**src/rtl/cic_decim_integrator_cascade.sv**
```systemverilog
// Integrator half of a CIC decimator: NUM_STAGES cascaded accumulators per lane,
// a valid pipeline that skews with the stages, and a decimation-phase tag on the output.
module cic_decim_integrator_cascade #(
  parameter int NUM_CHAN   = 2,
  parameter int NUM_STAGES = 4,
  parameter int IN_WIDTH   = 16,
  parameter int OUT_WIDTH  = 40,
  parameter int DECIM      = 8,
  parameter int DIFF_DELAY = 1
) (
  input  logic                          i_clock,
  input  logic                          i_reset_n,
  input  logic [NUM_CHAN*IN_WIDTH-1:0]  i_data,
  input  logic                          i_valid,
  input  logic                          i_clear,
  output logic [NUM_CHAN*OUT_WIDTH-1:0] o_data,
  output logic                          o_valid,
  output logic                          o_last
);

  localparam int GROWTH  = NUM_STAGES * $clog2(DECIM * DIFF_DELAY);
  localparam int PHASE_W = $clog2(DECIM);

  generate
    if (OUT_WIDTH < IN_WIDTH + GROWTH) begin : g_width_check
      $error("OUT_WIDTH too small for CIC bit growth");
    end
    if (NUM_STAGES < 1 || NUM_STAGES > 8) begin : g_stage_check
      $error("NUM_STAGES must be in 1..8");
    end
    if (DECIM < 2) begin : g_decim_check
      $error("DECIM must be at least 2");
    end
  endgenerate

  // r_valid[s] is the enable seen by stage s+1; w_en[s] is the enable of stage s
  logic [NUM_STAGES-1:0] r_valid;
  logic [NUM_STAGES-1:0] w_en;
  logic [OUT_WIDTH-1:0]  r_acc    [NUM_CHAN][NUM_STAGES];
  logic [OUT_WIDTH-1:0]  w_addend [NUM_CHAN][NUM_STAGES];
  logic [PHASE_W-1:0]    r_phase;

  always_comb begin
    w_en    = '0;
    w_en[0] = i_valid;
    for (int s = 1; s < NUM_STAGES; s++) begin
      w_en[s] = r_valid[s-1];
    end
  end

  // Each stage adds only the registered output of its predecessor: one adder deep
  always_comb begin
    for (int c = 0; c < NUM_CHAN; c++) begin
      w_addend[c][0] = {{(OUT_WIDTH-IN_WIDTH){i_data[c*IN_WIDTH+IN_WIDTH-1]}},
                        i_data[c*IN_WIDTH +: IN_WIDTH]};
      for (int s = 1; s < NUM_STAGES; s++) begin
        w_addend[c][s] = r_acc[c][s-1];
      end
    end
  end

  always_ff @(posedge i_clock or negedge i_reset_n) begin
    if (!i_reset_n) begin
      r_valid <= '0;
      r_phase <= '0;
      for (int c = 0; c < NUM_CHAN; c++) begin
        for (int s = 0; s < NUM_STAGES; s++) begin
          r_acc[c][s] <= '0;
        end
      end
    end else if (i_clear) begin
      r_valid <= '0;
      r_phase <= '0;
      for (int c = 0; c < NUM_CHAN; c++) begin
        for (int s = 0; s < NUM_STAGES; s++) begin
          r_acc[c][s] <= '0;
        end
      end
    end else begin
      r_valid <= w_en;
      for (int c = 0; c < NUM_CHAN; c++) begin
        for (int s = 0; s < NUM_STAGES; s++) begin
          if (w_en[s]) begin
            r_acc[c][s] <= r_acc[c][s] + w_addend[c][s];
          end
        end
      end
      if (r_valid[NUM_STAGES-1]) begin
        r_phase <= (r_phase == PHASE_W'(DECIM-1)) ? '0 : r_phase + 1'b1;
      end
    end
  end

  always_comb begin
    o_data = '0;
    for (int c = 0; c < NUM_CHAN; c++) begin
      o_data[c*OUT_WIDTH +: OUT_WIDTH] = r_acc[c][NUM_STAGES-1];
    end
    o_valid = r_valid[NUM_STAGES-1];
    o_last  = r_valid[NUM_STAGES-1] && (r_phase == PHASE_W'(DECIM-1));
  end

endmodule
```
**config.mk**
```make
export PLATFORM = sky130hd
export DESIGN_NAME = cic_decim_integrator_cascade
export DESIGN_NICKNAME = d
export VERILOG_FILES = /design/src/rtl/cic_decim_integrator_cascade.sv
export SDC_FILE = /design/constraint.sdc
export NUM_CORES = 1
export LEC_CHECK = 0
export ABC_AREA = 1
export CORE_MARGIN = 2
export CORE_UTILIZATION = 40
export DETAILED_ROUTE_END_ITERATION = 12
export PLACE_DENSITY_LB_ADDON = 0.08
export SLEW_MARGIN = 20
export SYNTH_ARGS = -nofsm -noshare
export SYNTH_HDL_FRONTEND = slang
export SYNTH_SLANG_ARGS = --single-unit
```
**constraint.sdc**
```tcl
create_clock -name i_clock -period 1.8 [get_ports i_clock]
set_input_delay 0.27 -clock i_clock [delete_from_list [all_inputs] [get_ports i_clock]]
set_output_delay 0.27 -clock i_clock [all_outputs]
set_load 0.005 [all_outputs]
```
==> flow_summary.toml <==
[logic_synthesis]
synth_area_um2 = 36000
synth_nets = 6637
synth_cells = 6279
yosysTopAreaCellShare = 0.265
yosys-top-cells-area = "nand2_1 (27%), dfrtp_1 (23%), ha_1 (11%), inv_1 (10%), nor2_1 (7.0%)"
yosysSeqAreaShare = 0.227
synth_flop_cell = "dfrtp_1"
synth-edff-count = 0
ys_types = 35
yosys_warnings = 0
synth_async_sr_flop_share = 1.00
ys_seq_elements = 327
syn_area_per_cell_um2 = 5.74
synth_top_cell_by_area = "nand2_1"

[floorplanning]
rows = 110
ios = 118
initial_core_util = 0.402
core-area_um2 = 89600
die_h_um = 304
die_w_um = 304
die_area_um2 = 92500

[worst_setup_path]
crit_required_ns = 2.32
r2r_end = "r_acc[114]"
critPathMaxFanout = 3
end_kind = "flop"
reg2reg_slack_ns = -0.31
start_kind = "flop"
critPathArrivalTime_ns = 2.63
critPathKind = "reg -> reg"
crit_start = "r_acc[120]"
reg2reg_from = "r_acc[120]"
worstRegToRegCells = 15

[timing]
rsz0062_at_grt = "yes"
worst_pin_slew_ns = 0.671
fin_crit_ns = 2.11
skew_ns = 0.0242
final_hold_viol_count = 0
holdWs_ns = 0.101
finalCritPeriodShare = 1.17
finalSetupViolCount = 287
maxClockFrequency_mhz = 474
relSlewSlack = 0.552
slew_viol_final = 0
fin_ws_ns = -0.310
tns_ns = -35.38

[cts]
htreeDepth = 2
insertion_delay_ns = 0.64
numCtsBuffers = 46
clockBufferDepth = 3
cts_tree = "done"
cts_sinks = 327
clkTransAtPathRegs_ns = 0.06
root_buffer = "clkbuf_16"

[placed_design]
portBuffers = 117
placed_cells = 8254
post-place-ws_ns = -0.678
place_hpwl_um = 102000
globalplace.congestion = 0.941

[drt]
via_count = 41491
avgRoutedWirePerCell_um = 15.6
drt-total-wl_um = 131000
drc_errors = 0
initialDrtViolationCount = 2398
ant_nets = 0
viasPerCell = 4.91
dr.pass1.iters = 6

[final_layout]
drive_gt1_frac = 0.341
fin_util = 0.607
final_cells = 8449
nets = 7596
areaGrowthSynthToFinish_pct = 50.9
multiInputGateArea_um2 = 30300
ff_latch_area_um2 = 8380
nFillCells = 8417
n_antenna_cell = 0

[power]
leakage_nw = 29.5
p_per_area_nw_per_um2 = 512
ir_drop_mv = 0.580

[global_route]
grt_pass1_vias = 39979
grtUsageTotal = 0.276
grt_pass1_wl_um = 206000
antenna_found_initial = 0
grt_max_degree = 62
grt-ovfl-total = 0

[min_path]
min_path_cells = 3
worstHoldEndpoint = "r_acc[288]"
holdCritStartpoint = "i_clear"
worstHoldPathType = "in -> reg"

[job]
timing.max_cap.violations = 0

[run_status]
status = "complete, but fails checks"
violations = "negative setup slack"
## cell usage after synthesis, types with 31 or more instances
library cell	instances
nand2_1	2547
inv_1	982
nor2_1	673
nand3_1	393
dfrtp_1	327
a21oi_1	315
ha_1	314
o21ai_0	239
buf_4	81
clkbuf_1	40
nand2_2	36
nor2_2	36
o21ai_1	34
nor3_1	31
## final cells by class
class,count,area share
multi-input combinational,4818,0.558
timing repair buffer,1056,0.162
sequential,327,0.154
inverter,989,0.0685
tap,1176,0.0271
clock buffer,60,0.0246
clock inverter,23,0.00577
## flip-flops by register name (all words and copies together), names as in the netlist
name and flops:
r_acc 240, r_phase 3, r_valid 4, o_data 80
## kinds of logic after synthesis
kind of cell | share of synthesized area
and+or+nand+nor | 0.428
buffers and inverters | 0.127
AOI/OAI and AO/OA | 0.0975
DFF | 0.227
adders and majority gates | 0.113
xor gates and xnor gates | 0.00680
## worst max-delay path, stage by stage (launching register included)
cell,delay [ns]
dfrtp_2,0.51
ha_4,0.19
inv_2,0.04
fa_2,0.34
inv_4,0.08
buf_4,0.12
buf_4,0.10
nand3_2,0.07
nand3_2,0.09
nand2_2,0.07
nand2_4,0.10
nand2_2,0.07
nand2_1,0.06
nand2_1,0.04
nand3_1,0.06
nand2_1,0.05
## worst max path at each step
| stage | endpoint | slack [ns] | cells past startpoint |
|---|---|---|---|
| global placement | r_acc[317] | -0.69 | 13 |
| detailed placement | r_acc[317] | -0.68 | 13 |
| finish | r_acc[114] | -0.31 | 15 |
| CTS | o_data[28] | -0.23 | 14 |
| global route | r_acc[114] | -0.38 | 15 |
| floorplan | r_acc[108] | 0.001 | 13 |
## metal layers
layer	share of wire	up-vias	wire, um	track usage
li1	-	21442	-	-
met3	0.042	191	5540	0.0313
met4	0.025	0	3300	0.0720
met5	0	-	0	0
met2	0.45	859	58600	0.445
met1	0.49	18999	64000	0.389
## power by group
part / leakage, nW / internal [W] / switching, W
Clock: 0.803 / 0.00622 / 0.00400
Combinational: 24.5 / 0.00422 / 0.00480
Sequential: 4.25 / 0.00775 / 0.000845
## cell usage in the layout (no fill, tap or decap), types with 9 or more instances in the layout
cell type        instances
o31ai_1                 19
nor2_4                  95
ha_1                    84
xnor2_1                 19
dlygate4sd2_1           43
nand3_2                 95
buf_6                   90
o21ai_0                188
nand2_1               2108
a21oi_2                119
dfrtp_2                156
nand3b_1                28
buf_12                  25
o21ai_2                  9
nand2_2                344
inv_2                   46
ha_4                   225
nand3_1                285
clkdlybuf4s50_1         71
buf_4                  823
inv_1                  938
o21bai_1                16
dfrtp_1                171
clkbuf_16               49
nor2_1                 482
a21oi_4                 15
a21oi_1                188
nand3_4                 42
nor2_2                 142
o21ai_1                 77
nand2_4                130
nor3_1                  22
or2_2                    9
xor2_1                   9
## through the flow
step / area, um^2 / power [W]
6_report: 54400 / 0.0278
5_1_grt: 54400 / 0.0293
4_1_cts: 52000 / 0.0273
3_5_place_dp: 44500 / 0.0153
3_3_place_gp: 44500 / 0.0153
2_1_floorplan: 36200 / 0.0120
## repair_timing
action	CTS	global route
buffers inserted	70	43
pin swaps	242	234
cloned	0	0
hold buffers	1	0
setup endpoints to repair	359	319
resized for setup	1183	558
endpoints found under the hold margin	327	0
(Power assumes the default switching activity.)
